==> src/rtl/alu_dispatch_pkg.sv <==
// Shared types for the CHIP-8 execute-stage ALU dispatcher: ALU interface,
// dispatcher FSM states and the decoded-opcode bundle.
package alu_dispatch_pkg;

    typedef enum logic [3:0] {
        ALU_ADD  = 4'd0,
        ALU_SUB  = 4'd1,
        ALU_OR   = 4'd2,
        ALU_AND  = 4'd3,
        ALU_XOR  = 4'd4,
        ALU_SHR  = 4'd5,
        ALU_SHL  = 4'd6,
        ALU_SE   = 4'd7,
        ALU_SNE  = 4'd8,
        ALU_ADDL = 4'd9
    } alu_op_t;

    typedef struct packed {
        alu_op_t     op;
        logic [7:0]  operand_a;
        logic [7:0]  operand_b;
        logic [15:0] operand_b_long;
    } alu_input;

    typedef enum logic [2:0] {
        ST_IDLE  = 3'd0,
        ST_ARM   = 3'd1,
        ST_WAIT  = 3'd2,
        ST_WB_VX = 3'd3,
        ST_WB_VF = 3'd4,
        ST_FIN   = 3'd5
    } dispatch_state_t;

    typedef enum logic [1:0] {
        B_VY  = 2'd0,
        B_VX  = 2'd1,
        B_NN  = 2'd2,
        B_ONE = 2'd3
    } b_sel_t;

    typedef struct packed {
        alu_op_t op;
        logic    a_is_vy;
        b_sel_t  b_sel;
        logic    bypass;
        logic    wr_vf;
        logic    is_skip;
        logic    is_index;
        logic    illegal;
    } dec_t;

    localparam logic [3:0] VF_ADDR = 4'hF;

    localparam alu_input ALU_IN_IDLE = '{
        op:             ALU_ADD,
        operand_a:      8'h00,
        operand_b:      8'h00,
        operand_b_long: 16'h0000
    };

endpackage

==> src/rtl/alu_dispatch_op_decode.sv <==
// Pure opcode classifier: maps a CHIP-8 opcode to ALU op, operand routing,
// writeback class and an illegal flag.
module alu_dispatch_op_decode
    import alu_dispatch_pkg::*;
(
    input  logic [15:0] opcode,
    output dec_t        dec
);

    // Classify by family nibble, then by low nibble / low byte where needed
    always_comb begin
        dec.op       = ALU_ADD;
        dec.a_is_vy  = 1'b0;
        dec.b_sel    = B_VY;
        dec.bypass   = 1'b0;
        dec.wr_vf    = 1'b0;
        dec.is_skip  = 1'b0;
        dec.is_index = 1'b0;
        dec.illegal  = 1'b0;
        case (opcode[15:12])
            4'h3: begin dec.op = ALU_SE;  dec.b_sel = B_NN; dec.is_skip = 1'b1; end
            4'h4: begin dec.op = ALU_SNE; dec.b_sel = B_NN; dec.is_skip = 1'b1; end
            4'h5: begin
                dec.op      = ALU_SE;
                dec.is_skip = 1'b1;
                if (opcode[3:0] != 4'h0) begin
                    dec.illegal = 1'b1;
                end else begin
                    dec.illegal = 1'b0;
                end
            end
            4'h7: begin dec.op = ALU_ADD; dec.b_sel = B_NN; end
            4'h8: begin
                dec.wr_vf = 1'b1;
                case (opcode[3:0])
                    4'h0: begin dec.bypass = 1'b1; dec.wr_vf = 1'b0; end
                    4'h1: dec.op = ALU_OR;
                    4'h2: dec.op = ALU_AND;
                    4'h3: dec.op = ALU_XOR;
                    4'h4: dec.op = ALU_ADD;
                    4'h5: dec.op = ALU_SUB;
                    4'h6: begin dec.op = ALU_SHR; dec.b_sel = B_ONE; end
                    4'h7: begin dec.op = ALU_SUB; dec.a_is_vy = 1'b1; dec.b_sel = B_VX; end
                    4'hE: begin dec.op = ALU_SHL; dec.b_sel = B_ONE; end
                    default: begin dec.illegal = 1'b1; dec.wr_vf = 1'b0; end
                endcase
            end
            4'h9: begin
                dec.op      = ALU_SNE;
                dec.is_skip = 1'b1;
                if (opcode[3:0] != 4'h0) begin
                    dec.illegal = 1'b1;
                end else begin
                    dec.illegal = 1'b0;
                end
            end
            4'hF: begin
                dec.op       = ALU_ADDL;
                dec.is_index = 1'b1;
                if (opcode[7:0] != 8'h1E) begin
                    dec.illegal = 1'b1;
                end else begin
                    dec.illegal = 1'b0;
                end
            end
            default: dec.illegal = 1'b1;
        endcase
    end

endmodule

==> src/rtl/alu_dispatch.sv <==
// Execute-stage front end: accepts one opcode, reads Vx/Vy, sequences the ALU
// and writes back Vx, VF or I, or raises a skip.
module alu_dispatch
    import alu_dispatch_pkg::*;
#(
    parameter int ALU_TIMEOUT = 15
) (
    input  logic        clk_in,
    input  logic        rst_in,
    input  logic        instr_valid,
    output logic        instr_ready,
    input  logic [15:0] opcode,
    output logic [3:0]  rd_addr_a,
    output logic [3:0]  rd_addr_b,
    input  logic [7:0]  rd_data_a,
    input  logic [7:0]  rd_data_b,
    input  logic [15:0] index_in,
    output logic        reg_wr_en,
    output logic [3:0]  reg_wr_addr,
    output logic [7:0]  reg_wr_data,
    output logic        index_wr_en,
    output logic [15:0] index_wr_data,
    output logic        alu_rst,
    output alu_input    alu_in,
    input  logic [7:0]  alu_result,
    input  logic [15:0] alu_result_long,
    input  logic        alu_overflow,
    input  logic        alu_done,
    output logic        skip,
    output logic        done_out,
    output logic        illegal,
    output logic        timeout
);

    localparam logic [7:0] TO_LAST = 8'(ALU_TIMEOUT - 1);

    dec_t            w_dec;
    alu_input        w_alu_next;
    logic            w_unused_index;

    dispatch_state_t r_state;
    dec_t            r_dec;
    logic [7:0]      r_nn;
    logic [7:0]      r_wait_cnt;
    logic            r_overflow;
    logic            r_instr_ready;
    logic [3:0]      r_rd_addr_a;
    logic [3:0]      r_rd_addr_b;
    logic            r_reg_wr_en;
    logic [3:0]      r_reg_wr_addr;
    logic [7:0]      r_reg_wr_data;
    logic            r_index_wr_en;
    logic [15:0]     r_index_wr_data;
    logic            r_alu_rst;
    alu_input        r_alu_in;
    logic            r_skip;
    logic            r_done;
    logic            r_illegal;
    logic            r_timeout;

    alu_dispatch_op_decode u_decode (
        .opcode (opcode),
        .dec    (w_dec)
    );

    assign w_unused_index = ^index_in[15:12];

    // Operand routing for the ALU request built during ARM
    always_comb begin
        w_alu_next.op        = r_dec.op;
        w_alu_next.operand_a = r_dec.a_is_vy ? rd_data_b : rd_data_a;
        case (r_dec.b_sel)
            B_VY:    w_alu_next.operand_b = rd_data_b;
            B_VX:    w_alu_next.operand_b = rd_data_a;
            B_NN:    w_alu_next.operand_b = r_nn;
            B_ONE:   w_alu_next.operand_b = 8'h01;
            default: w_alu_next.operand_b = 8'h00;
        endcase
        if (r_dec.is_index) begin
            w_alu_next.operand_b_long = {4'h0, index_in[11:0]};
        end else begin
            w_alu_next.operand_b_long = 16'h0000;
        end
    end

    // Dispatcher FSM; all pulses default low and are raised on the entering edge
    always_ff @(posedge clk_in) begin
        if (rst_in) begin
            r_state         <= ST_IDLE;
            r_dec           <= '0;
            r_nn            <= 8'h00;
            r_wait_cnt      <= 8'h00;
            r_overflow      <= 1'b0;
            r_instr_ready   <= 1'b0;
            r_rd_addr_a     <= 4'h0;
            r_rd_addr_b     <= 4'h0;
            r_reg_wr_en     <= 1'b0;
            r_reg_wr_addr   <= 4'h0;
            r_reg_wr_data   <= 8'h00;
            r_index_wr_en   <= 1'b0;
            r_index_wr_data <= 16'h0000;
            r_alu_rst       <= 1'b1;
            r_alu_in        <= ALU_IN_IDLE;
            r_skip          <= 1'b0;
            r_done          <= 1'b0;
            r_illegal       <= 1'b0;
            r_timeout       <= 1'b0;
        end else begin
            r_reg_wr_en   <= 1'b0;
            r_index_wr_en <= 1'b0;
            r_skip        <= 1'b0;
            r_done        <= 1'b0;
            r_illegal     <= 1'b0;
            r_timeout     <= 1'b0;
            case (r_state)
                ST_IDLE: begin
                    r_alu_rst <= 1'b1;
                    if (r_instr_ready && instr_valid) begin
                        if (w_dec.illegal) begin
                            r_illegal     <= 1'b1;
                            r_done        <= 1'b1;
                            r_instr_ready <= 1'b1;
                        end else begin
                            r_dec         <= w_dec;
                            r_nn          <= opcode[7:0];
                            r_rd_addr_a   <= opcode[11:8];
                            r_rd_addr_b   <= opcode[7:4];
                            r_instr_ready <= 1'b0;
                            r_state       <= ST_ARM;
                        end
                    end else begin
                        r_instr_ready <= 1'b1;
                    end
                end
                ST_ARM: begin
                    r_alu_in   <= w_alu_next;
                    r_wait_cnt <= 8'h00;
                    if (r_dec.bypass) begin
                        r_reg_wr_en   <= 1'b1;
                        r_reg_wr_addr <= r_rd_addr_a;
                        r_reg_wr_data <= rd_data_b;
                        r_state       <= ST_WB_VX;
                    end else begin
                        r_alu_rst <= 1'b0;
                        r_state   <= ST_WAIT;
                    end
                end
                ST_WAIT: begin
                    if (alu_done) begin
                        r_alu_rst  <= 1'b1;
                        r_overflow <= alu_overflow;
                        if (r_dec.is_skip) begin
                            r_skip  <= alu_result[0];
                            r_done  <= 1'b1;
                            r_state <= ST_FIN;
                        end else if (r_dec.is_index) begin
                            r_index_wr_en   <= 1'b1;
                            r_index_wr_data <= alu_result_long;
                            r_done          <= 1'b1;
                            r_state         <= ST_FIN;
                        end else begin
                            r_reg_wr_en   <= 1'b1;
                            r_reg_wr_addr <= r_rd_addr_a;
                            r_reg_wr_data <= alu_result;
                            r_state       <= ST_WB_VX;
                        end
                    end else if (r_wait_cnt == TO_LAST) begin
                        r_alu_rst     <= 1'b1;
                        r_timeout     <= 1'b1;
                        r_instr_ready <= 1'b1;
                        r_state       <= ST_IDLE;
                    end else begin
                        r_wait_cnt <= r_wait_cnt + 8'd1;
                    end
                end
                ST_WB_VX: begin
                    // VF follows Vx so that a flag write to X=F overrides the result
                    if (r_dec.wr_vf) begin
                        r_reg_wr_en   <= 1'b1;
                        r_reg_wr_addr <= VF_ADDR;
                        r_reg_wr_data <= {7'b0000000, r_overflow};
                        r_state       <= ST_WB_VF;
                    end else begin
                        r_done  <= 1'b1;
                        r_state <= ST_FIN;
                    end
                end
                ST_WB_VF: begin
                    r_done  <= 1'b1;
                    r_state <= ST_FIN;
                end
                ST_FIN: begin
                    r_instr_ready <= 1'b1;
                    r_state       <= ST_IDLE;
                end
                default: begin
                    r_alu_rst <= 1'b1;
                    r_state   <= ST_IDLE;
                end
            endcase
        end
    end

    assign instr_ready   = r_instr_ready;
    assign rd_addr_a     = r_rd_addr_a;
    assign rd_addr_b     = r_rd_addr_b;
    assign reg_wr_en     = r_reg_wr_en;
    assign reg_wr_addr   = r_reg_wr_addr;
    assign reg_wr_data   = r_reg_wr_data;
    assign index_wr_en   = r_index_wr_en;
    assign index_wr_data = r_index_wr_data;
    assign alu_rst       = r_alu_rst;
    assign alu_in        = r_alu_in;
    assign skip          = r_skip;
    assign done_out      = r_done;
    assign illegal       = r_illegal;
    assign timeout       = r_timeout;

endmodule
==> config.mk <==
export PLATFORM = sky130hd
export DESIGN_NAME = alu_dispatch
export DESIGN_NICKNAME = d
export VERILOG_FILES = /design/src/rtl/alu_dispatch_pkg.sv /design/src/rtl/alu_dispatch_op_decode.sv /design/src/rtl/alu_dispatch.sv
export SDC_FILE = /design/constraint.sdc
export NUM_CORES = 1
export LEC_CHECK = 0
export ABC_AREA = 1
export CAP_MARGIN = 0
export CORE_ASPECT_RATIO = 1.75
export CORE_MARGIN = 2
export CORE_UTILIZATION = 45
export DETAILED_ROUTE_END_ITERATION = 16
export GPL_ROUTABILITY_DRIVEN = 1
export GPL_TIMING_DRIVEN = 0
export PLACE_DENSITY_LB_ADDON = 0.3
export SLEW_MARGIN = 25
export SYNTH_ARGS = -nofsm -noshare
export SYNTH_HDL_FRONTEND = slang
export SYNTH_SLANG_ARGS = --single-unit
export TNS_END_PERCENT = 100
==> constraint.sdc <==
create_clock -name clk_in -period 1.6 [get_ports clk_in]
set_input_delay 0.32 -clock clk_in [delete_from_list [all_inputs] [get_ports clk_in]]
set_output_delay 0.32 -clock clk_in [all_outputs]
set_load 0.05 [all_outputs]
* Yosys cells after proc, flatten, opt, wreduce, memory -nomap -nowiden
Cells that the tools add are included.
Widths: inputs -> output; s select.
** Word-level totals
- Flip-flop bits (word level) :: 111
- Input bits :: 77
- Output and inout bits :: 80
- Logic and storage cells :: 165
** Operators by class
- $add $sub $neg :: 1
- Equality and inequality tests :: 37
- Muxes and demuxes :: 63
- Bitwise gates (word level) :: 6
- Reduce and logical (&&, ||, !) cells :: 30
** Operators with widths (number)
- $mux 8 :: 8
- $pmux 8 s4 :: 1
- $eq 4x3->1 const B :: 7
- $mux 1 :: 28
- $pmux 8 s3 :: 1
- $ne 2x2->1 const B :: 11
- $mux 4 :: 5
- $mux 3 :: 6
- $pmux 3 s6 :: 1
- $eq 4x4->1 const B :: 4
- $pmux 4 s4 :: 1
- $pmux 8 s2 :: 1
- $pmux 3 s5 :: 1
- $reduce_and 3->1 :: 5
- $eq 4x2->1 const B :: 3
- $mux 12 :: 1
- $pmux 4 s3 :: 1
- $reduce_or 2->1 :: 6
- $reduce_or 4->1 :: 3
- $pmux 1 s3 :: 3
- $reduce_or 3->1 :: 3
- $reduce_or 9->1 :: 1
- $add 8x1->8 const B :: 1
- $eq 8x4->1 const B :: 1
- other kinds (23) :: 34

* Logic depth before layout (Yosys ltp)
Gate-level depths: netlist of run 1.
- Depth in word-level cells :: 7
- Mapped depth :: 12
- Depth with buffers taken out :: 11

* Hierarchy
From an unflattened synthesis of run 1, not the netlist that was laid out.
** Unflattened totals
- Cell total of the unflattened synthesis :: 671
- Area, all modules :: 4679.5 um^2
** By module, submodules not included
- alu_dispatch :: instances 1, cells an instance 600, area each 4372.9 um^2, seq. area each 2062.0 um^2
- alu_dispatch_op_decode :: instances 1, cells an instance 71, area each 306.5 um^2, seq. area each 0.0 um^2

* Least setup slack after synthesis of run 1
OpenSTA, ideal clock, no wires.
- Path kind :: register -> register
- Start :: register r_instr_ready, in the netlist instr_ready
- End :: register r_dec[5] (netlist name)
- Library setup time :: 0.117 ns
- Arrival :: 1.495 ns
- Data required time :: 1.483 ns
- Path slack :: -0.011 ns
- Stages on the path, launching flop included :: 7
- Path buffers :: 1
- Clock period less this slack :: 1.611 ns
- Cells stage by stage :: dfxtp_1 -> nand2_1 -> nor2_2 -> nand3_4 -> buf_6 -> nor3_1 -> nor2_1
** Between the ends
- Cells in the longest elaborated chain, start to end :: 2
** Ends and longest elaborated chain
- start: declaration :: line alu_dispatch.sv:46 : logic r_instr_ready;
- start signal: assignment :: line alu_dispatch.sv:94 : r_instr_ready <= 1'b0;
- start signal: assignment :: line alu_dispatch.sv:122 : r_instr_ready <= 1'b1;
- start signal: assignment :: line alu_dispatch.sv:128 : r_instr_ready <= 1'b0;
- $logic_and 1x1->1 :: line alu_dispatch.sv:118 : if (r_instr_ready && instr_valid) begin
- $reduce_and 3->1 (no line)
- end signal: assignment :: line alu_dispatch.sv:124 : r_dec <= w_dec;
- end: declaration :: line alu_dispatch.sv:42 : dec_t r_dec;
Every way passes these cells.
A chain may end at the register's enable or synchronous reset.

* Final worst setup path of run 1
- Start :: register r_alu_in (netlist bit alu_in[21])
- End :: output port alu_in[21] (netlist name)
** RTL lines
- start: declaration :: line alu_dispatch.sv:55 : alu_input r_alu_in;
- start signal: assignment :: line alu_dispatch.sv:136 : r_alu_in <= w_alu_next;
- end: declaration :: line alu_dispatch.sv:24 : output alu_input alu_in,
No word-level cell between the ends.

==> metrics, run 1 <==
Site Rows=48; share of the synthesized area in the top cell type=45.3%; count leader, synth=nand2_1; Initial Util=46.2%; chip width=80.0 µm; Crit Path Max Fanout=2; Final nets=891; Leak=3.02 nW; status=completed; synthesized area=0.00455 mm²; ys async rst share=0%; initial antenna violation count=0; HPWL Detailed=11200 µm; final clock skew=0.00574 ns; HP Class=input pin to flip-flop; clock slew at reported path FFs=0.07 ns; Crit path max-delay family=buffers and inverters; IO Pins=157; slowest CP cell=dlygate4sd2_1; most area-consuming cells after synthesis=dfxtp_1 45%, nand2_1 11%, nor2_1 7.2%; Worst-Skew Late Latency=0.35 ns; vias in the first global route=4821; CP Launch Type=flip-flop; predominant post-synthesis flop cell=dfxtp_1; Crit path required time=1.28 ns; max-cap violations=0; CP Buf/Inv Count=1; VDD IR max=0.749 mV; pwr/cell area=1240 mW/mm²; syn avg cell area=7.24 µm²; DRT Wirelength=15300 µm; register area share after synthesis=45.3%; crit path time final=1.57 ns; post-synth cell types=35; antenna viol nets, final=0; Overflow after GRT=0; Clock Path Buffers=2; clk sinks=103; Post-synth EDFFs=0; Layout area overhead=49.4%; Slew HR=61.2%; Warnings, synthesis=0; final hold violations=0; die area=0.0110 mm²; total track usage=27.0%; DR DRC count=0; Die Ht=137 µm; CTS Buf Count=9; crit end category=output pin; post-synth top area cell=dfxtp_1; WS Path Type=flip-flop to output pin; global-route wire length before repair=23000 µm; gpl congestion=0.925; commonest cells in the netlist=134 x nand2_1, 103 x dfxtp_1, 87 x nor2_1, 62 x a21oi_1, 56 x o21ai_0; Port-buffer cells=147; core footprint=0.00985 mm²; drt first-iter violations=335; final period utilization=98.3%; CP Cell Sequence=dlygate4sd2_1; layout cell share with drive strength beyond 1=14.4%; Fin Hold WS=0.302 ns; Tot Pwr=8.45 mW; H-tree levels=3; Slew Viols, Final=0; final-report setup violation count=0; CTS tree=yes; post-layout util=69.0%; pin count of the biggest net entering global routing=17; Synth Instances=629; Achievable Freq=636 MHz; largest stage delay on the critical path=0.54 ns; Worst Tran Pin Value=0.583 ns; #FFs+latches synth=103; via/cell ratio=5.45; setup tns final=0 ns; Avg WL per Cell=16.2 µm; ant diodes=0; Crit path arrival time=1.25 ns; vias=5133; root buffer selected by CTS=clkbuf_16; DRT Pass-1 Iters=6
==> registers in the layout, indices dropped and copies added, names as in the netlist, 3 cells and up <==
register / count
r_nn: 8
reg_wr_addr: 4
alu_in: 32
r_dec: 11
index_wr_data: 16
reg_wr_data: 8
r_wait_cnt: 8
rd_addr_a: 4
r_state: 3
==> placed cells by master (no fill, tap or decap), types with 5 or more instances in the layout <==
master,netlist,routed
o21ai_0,56,48
clkbuf_2,0,9
dlygate4sd2_1,0,70
buf_4,13,30
nor2_4,1,7
nand2_1,134,132
a31oi_1,18,18
inv_1,39,35
nor2_1,87,82
buf_6,2,5
a22oi_1,8,8
dfxtp_1,103,99
inv_2,7,8
clkbuf_16,0,10
nand3_4,1,5
clkbuf_1,17,11
clkdlybuf4s50_1,0,61
a21oi_1,62,61
clkdlybuf4s15_1,0,5
nand3_1,26,24
o21ai_1,1,8
nand4_1,15,15
==> layout make-up <==
type / count / area [µm²]
Timing Repair Buffer: 169 / 1580
Clock buffer: 11 / 243
Clock inverter: 5 / 57.6
Multi-Input combinational cell: 444 / 2240
Inverter: 46 / 184
Sequential cell: 103 / 2070
Tap cell: 125 / 156
Fill cell: 862 / 3050
Buffer: 39 / 274
==> through the flow <==
step	worst slack, ns	std cells	instance area (µm²)
after CTS	0.00283	929	6590
after global placement	-0.509	904	6190
after global routing	-0.0121	942	6800
final	0.0273	942	6800
after detailed placement	-0.575	904	6190
after floorplan	0.148	632	4570
==> per-layer routing <==
metal  track usage [%]  wire [µm]  vias to the layer above
met3              4.35        791                       62
met5                 0          0                        -
met1              27.0       5270                     2425
li1                  -          -                     2452
met2              52.0       8500                      194
met4              13.7        726                        0
==> logic make-up (layout without fill, tap and decap cells) <==
kind of cell,count (synthesis),after routing,share of synthesized area [%]
xor+xnor,2,2,0.385
compound gates,151,151,17.9
buf+inv,85,270,8.55
simple gates,285,285,27.2
flops,103,103,45.3
other cells,1,4,0.0824
fa+ha+maj,2,2,0.550
==> repair_timing <==
action	in CTS	in global routing
cloned	0	2
pin swaps	6	13
gates resized for setup	123	52
hold buffers	0	0
setup buffers	9	11
setup endpoints to repair	157	84
==> power by group <==
| group | internal [mW] | leakage (nW) | switching, mW |
|---|---|---|---|
| Sequential | 2.88 | 0.835 | 0.202 |
| Clock | 1.25 | 0.138 | 0.938 |
| Combinational | 1.01 | 2.05 | 2.17 |
| Total | 5.14 | 3.02 | 3.31 |
==> path summary, 6_finish.rpt <==
path | startpoint | end | slack, ns | cells after the start
min | opcode[7] | r_nn[7] | 0.30 | 3
min reg2reg | alu_in[0] | alu_in[0] | 0.46 | 2
max reg2reg | r_dec[1] | reg_wr_data[0] | 0.07 | 8
max | alu_in[21] | alu_in[21] | 0.03 | 1
No activity file was read; power rests on OpenSTA's default activity.
==> run 2: changes to the inputs <==
Settings changed: MAX_ROUTING_LAYER from default to met4.
==> run 2 against run 1 <==
Sequential share of layout area increased by 0.45 points. Die area unchanged. Cell count decreased by 0.64%. Combinational power decreased by 3%. Clock skew increased by 0.0049 ns. Sequential power about the same. Clock-buffer cell count decreased by 2. First-iteration DRC count decreased by 23%.
==> metrics, run 2 (synthesis gave the netlist of run 1 again) <==
HPWL Detailed=11400 µm (was 11200 µm); Leak=2.96 nW (was 3.02 nW); final-report setup violation count=0 (unchanged); post-layout util=68.0% (was 69.0%); worst hold endpoint=r_nn[3] (was r_nn[7]); crit end category=output pin (unchanged); gpl congestion=0.931 (was 0.925); Crit path required time=1.28 ns (about the same); RSZ-0062 raised after global routing=yes; VDD IR max=0.792 mV (was 0.749 mV); global-route wire length before repair=23300 µm (was 23000 µm); Slew HR=61.1% (was 61.2%); Tot Pwr=8.39 mW (was 8.45 mW); final period utilization=99.1% (was 98.3%); reg2reg end=index_wr_data[15] (was reg_wr_data[0]); Achievable Freq=631 MHz (was 636 MHz); Worst R2R Path Depth=9 (was 8); most common cell after layout, fill and taps aside=nand2_1 (unchanged); hold_buf cts=0 (unchanged); vias=5013 (was 5133); DR DRC count=0 (unchanged); ant diodes=0 (unchanged); footprint of the multi-input gates=0.00224 mm² (unchanged); pwr/cell area=1250 mW/mm² (was 1240 mW/mm²); die area=0.0110 mm² (unchanged); CP Buf/Inv Count=1 (unchanged); Crit Path Max Fanout=3 (was 2); CTS tree=yes (unchanged); DP Cell Count=904 (unchanged); Slew Viols, Final=0 (unchanged); chip width=80.0 µm (unchanged); drt first-iter violations=259 (was 335); Fin Hold WS=0.355 ns (was 0.302 ns); WS Path Type=flip-flop to output pin (unchanged); total track usage=28.5% (was 27.0%); root buffer selected by CTS=clkbuf_16 (unchanged); vias in the first global route=4914 (was 4821); initial antenna violation count=0 (unchanged); Worst-Skew Late Latency=0.35 ns (about the same); layout cell share with drive strength beyond 1=14.5% (was 14.4%); register area=0.00207 mm² (unchanged); CTS Buf Count=9 (unchanged); Layout area overhead=47.2% (was 49.4%); Die Ht=137 µm (unchanged); clock slew at reported path FFs=0.07 ns (about the same); Site Rows=48 (unchanged); non-filler cells, final=936 (was 942); largest stage delay on the critical path=0.55 ns (was 0.54 ns); most frequent cells in the layout=132 x nand2_1, 99 x dfxtp_1, 79 x nor2_1 (was 132 x nand2_1, 99 x dfxtp_1, 82 x nor2_1); DRT Wirelength=15500 µm (was 15300 µm); final hold violations=0 (unchanged); crit path time final=1.59 ns (was 1.57 ns); antenna viol nets, final=0 (unchanged); clk sinks=103 (unchanged); slowest CP cell=dlygate4sd2_1 (unchanged); hold wc startpoint=opcode[3] (was opcode[7]); Clock Path Buffers=2 (unchanged); Final nets=885 (was 891); max-cap violations=0 (unchanged); Port-buffer cells=147 (unchanged); core footprint=0.00985 mm² (unchanged); Overflow after GRT=0 (unchanged); Crit path arrival time=1.27 ns (was 1.25 ns); IO Pins=157 (unchanged); pin count of the biggest net entering global routing=19 (was 17); Crit path max-delay family=buffers and inverters (unchanged); Worst Tran Pin Value=0.582 ns (was 0.583 ns); max reg flops=32 (unchanged); fill count=868 (was 862); hold path cells=3 (unchanged); CP Cell Sequence=dlygate4sd2_1 (unchanged); H-tree levels=3 (unchanged); R2R Path Start=r_state[2] (was r_dec[1]); Crit path depth=1 (unchanged); HP Class=input pin to flip-flop (unchanged); reg2reg setup slack=0.11 ns (was 0.07 ns); CP Launch Type=flip-flop (unchanged); Avg WL per Cell=16.5 µm (was 16.2 µm); Initial Util=46.2% (unchanged); final clock skew=0.0107 ns (was 0.00574 ns); status=completed (unchanged); DRT Pass-1 Iters=5 (was 6); via/cell ratio=5.36 (was 5.45)
[run 2: cell count changes in the layout (fill, tap and decap cells not counted), moves of 4 or more]
cell / previous run / this run
buf_4: 30 / 25
buf_6: 5 / 9
dlymetal6s2s_1: 4 / 0
nor2_2: 4 / 8
o21ai_0: 48 / 44
o21ai_1: 8 / 12
[run 2: layout make-up]
cell class              instances  area share (%)
multi-input cells             444            33.4
clock buffers                   9            3.36
repair buffers                163            22.3
plain buffers                  39            3.92
clock inverters                 7            1.16
inverters                      46            2.67
well taps                     125            2.33
flip-flops and latches        103            30.8
[run 2: worst max-delay path by stage]
stage	from	end	slack (ns)
2_1_floorplan	opcode[3]	r_dec[5]	0.15
3_3_place_gp	opcode[15]	rd_addr_a[1]	-0.52
3_5_place_dp	opcode[15]	r_dec[11]	-0.55
4_1_cts	rd_addr_a[0]	rd_addr_a[0]	0.004
5_1_grt	opcode[2]	r_dec[6]	-0.006
6_report	instr_ready	instr_ready	0.01
[run 2: metal layers]
layer	track usage [%]	vias to the layer above	routed length (µm)
met4	16.8	0	716
met1	27.1	2339	5380
li1	-	2433	-
met3	4.22	50	717
met5	-	-	0
met2	52.9	191	8650
[run 2: what timing repair did]
action,4_1_cts,5_1_grt
buffers inserted,10,4
gates cloned,2,0
endpoints found under the hold margin,0,0
gates resized for setup,130,42
setup endpoints to repair,151,71
pin swaps,10,5
[run 2: through the flow]
stage               area (µm²)  setup TNS, ns  setup WS [ns]
finish                    6700              0         0.0146
global route              6700       -0.00634       -0.00577
CTS                       6610              0        0.00442
detailed placement        6190         -30.08         -0.548
global placement          6190         -27.24         -0.520
floorplan                 4570              0          0.148
[run 2: where the power goes]
part	total (mW)	internal, mW	switching, mW
Combinational	3.09	0.944	2.14
Sequential	3.07	2.87	0.195
Clock	2.24	1.24	1.00
==> run 3: changes to the inputs <==
Settings changed: RECOVER_POWER from default to 50.
==> results of run 3 <==
Final layout, timing and power as in run 2 (identical DEF).
==> RTL change: new RTL, config.mk and constraints of run 3 <==
Reset style: asynchronous (`rst_in`), changed in one clocked block.
--- a/src/rtl/alu_dispatch.sv
+++ b/src/rtl/alu_dispatch.sv
@@ -84,7 +84,7 @@
     end
 
     // Dispatcher FSM; all pulses default low and are raised on the entering edge
-    always_ff @(posedge clk_in) begin
+    always_ff @(posedge clk_in or posedge rst_in) begin
         if (rst_in) begin
             r_state         <= ST_IDLE;
             r_dec           <= '0;
Formal check against the unedited RTL: differs if rst_in is asserted again (counterexample within 4 cycles, from zero or initial values and one cycle with rst_in high); with rst_in held inactive, the same outputs for 4 cycles.
==> RTL change against run 3 <==
The run now ends with setup timing left; worst hold slack got worse by 0.079 ns; final area up 17%; sequential cell count did not move; wire length up 9.3%; register-to-register slack worse by 0.23 ns; setup slack worse by 0.13 ns; via count is 0.50% higher; area after synthesis is 9.8% higher; synthesized cell count decreased by 2.2%; critical path type is now flip-flop to flip-flop; largest cell class is now flip-flops and latches; highest routed layer unchanged.
Power is not compared: it rests on default switching activity, and its combinational part moved more than twofold at a synthesized area within 25%.
==> RTL change: results (changes against run 3) <==
| Metric | Value |
|---|---|
| Buffers on Ports | `148 (+0.68%)` |
| Worst hold margin | `0.2763 ns (-0.07875 ns)` |
| Synth cell count leaders | `nand2_1, dfrtp_1, inv_1` |
| Routing usage on met3 | `4.825% (+0.60 points)` |
| Final net count | `898 (+1.5%)` |
| Wire length on met3 | `753 microns (+5.0%)` |
| Area after DPL | `6725 sq um (+8.6%)` |
| R2R Path End | `r_wait_cnt[5]` |
| Critical path's slowest cell | `dfrtp_1` |
| Critical path type | `flip-flop to flip-flop` |
| Total track usage | `27.10% (-1.4 points)` |
| Failing checks | `setup timing` |
| Final setup TNS | `-2.861 ns (-2.861 ns)` |
| Fraction of layout cells with a size suffix above 1 | `25.73% (+11 points)` |
| GP Congestion | `0.9216 (-0.97%)` |
| Asr flop ratio synth | `100.0% (+100 points)` |
| Met2 Wirelength | `9.241 mm (+6.8%)` |
| Max FO, Critical Path | `5 (+2)` |
| Vias in the first global route | `5082 (+3.4%)` |
| Syn Area/Cell | `8.126 sq um (+12%)` |
| Fillers | `777 (-10%)` |
| Met1 GRT Util | `26.82% (-0.24 points)` |
| Largest net degree at the start of global routing | `33 (+14)` |
| CP max stage delay | `0.42 ns (-0.13 ns)` |
| Critical Path AT | `1.97 ns (+0.70 ns)` |
| Main flop type after synthesis | `dfrtp_1` |
| Worst slew pin tran | `0.6405 ns (+0.05846 ns)` |
| Worst R2R Setup Slack | `-0.12 ns (-0.23 ns)` |
| Global-route wire length before repair | `24.65 mm (+5.8%)` |
| Status | `finished with violations` |
| Reg2reg start | `r_state[1]` |
| CP delay by family, top | `simple AND/OR/NAND/NOR gates` |
| Met2 GRT Util | `48.76% (-4.2 points)` |
| Non-Filler Cell Area, Final | `7819 sq um (+17%)` |
| Vias | `5038 (+0.50%)` |
| Final Setup Violations | `51 (+51)` |
| Worst Reg2Reg Path Length in Cells | `11 (+2)` |
| Worst hold start | `alu_done` |
| Hold depth | `2 (-1)` |
| DR WL/cell | `17.72 microns (+7.3%)` |
| Complex-gate fraction of the synthesized area | `15.15% (-2.8 points)` |
| Final WS setup | `-0.1172 ns (-0.1318 ns)` |
| Synth cell types | `37 (+5.7%)` |
| Pre-CTS setup slack | `-0.6790 ns (-0.1314 ns)` |
| Xor/xnor share of the synthesized area | `0.7011% (+0.32 points)` |
| Largest cells by area after synthesis | `dfrtp_1, nand2_1, o21ai_0, inv_1, nor2_1` |
-- RTL change: changes by cell type in the layout (fill, tap and decap cells not counted), moves of 14 or more --
cell	change
a21oi_1	-57
clkdlybuf4s15_1	+19
dfrtp_1	+99
dfxtp_1	-99
dlygate4sd2_1	-20
inv_1	+49
nand2_2	+15
nor2_1	-64
o21ai_0	+14
o21ai_2	+26
-- RTL change: what timing repair did --
action                                  4_1_cts  5_1_grt
pin swaps                                    14       12
resized for setup                           161      160
endpoints found under the hold margin         0        0
endpoints found under the setup margin      149       95
buffers inserted                             28        8
gates cloned                                  4        2
-- RTL change: cell type report --
type,instances,area share [%]
plain buffers,29,3.152
clock buffers,11,3.104
clock inverters,5,0.5281
inverters,101,5.073
multi-input cells,384,28.88
flip-flops and latches,103,33.03
well taps,130,2.080
repair buffers,191,24.15
-- RTL change: cell families (layout without fill, tap and decap cells) --
group	count (synthesis)	in the layout
other cells	1	4
simple gates	237	237
flops	103	103
buf+inv	131	337
compound gates	137	137
fa+ha+maj	2	2
xor+xnor	4	4
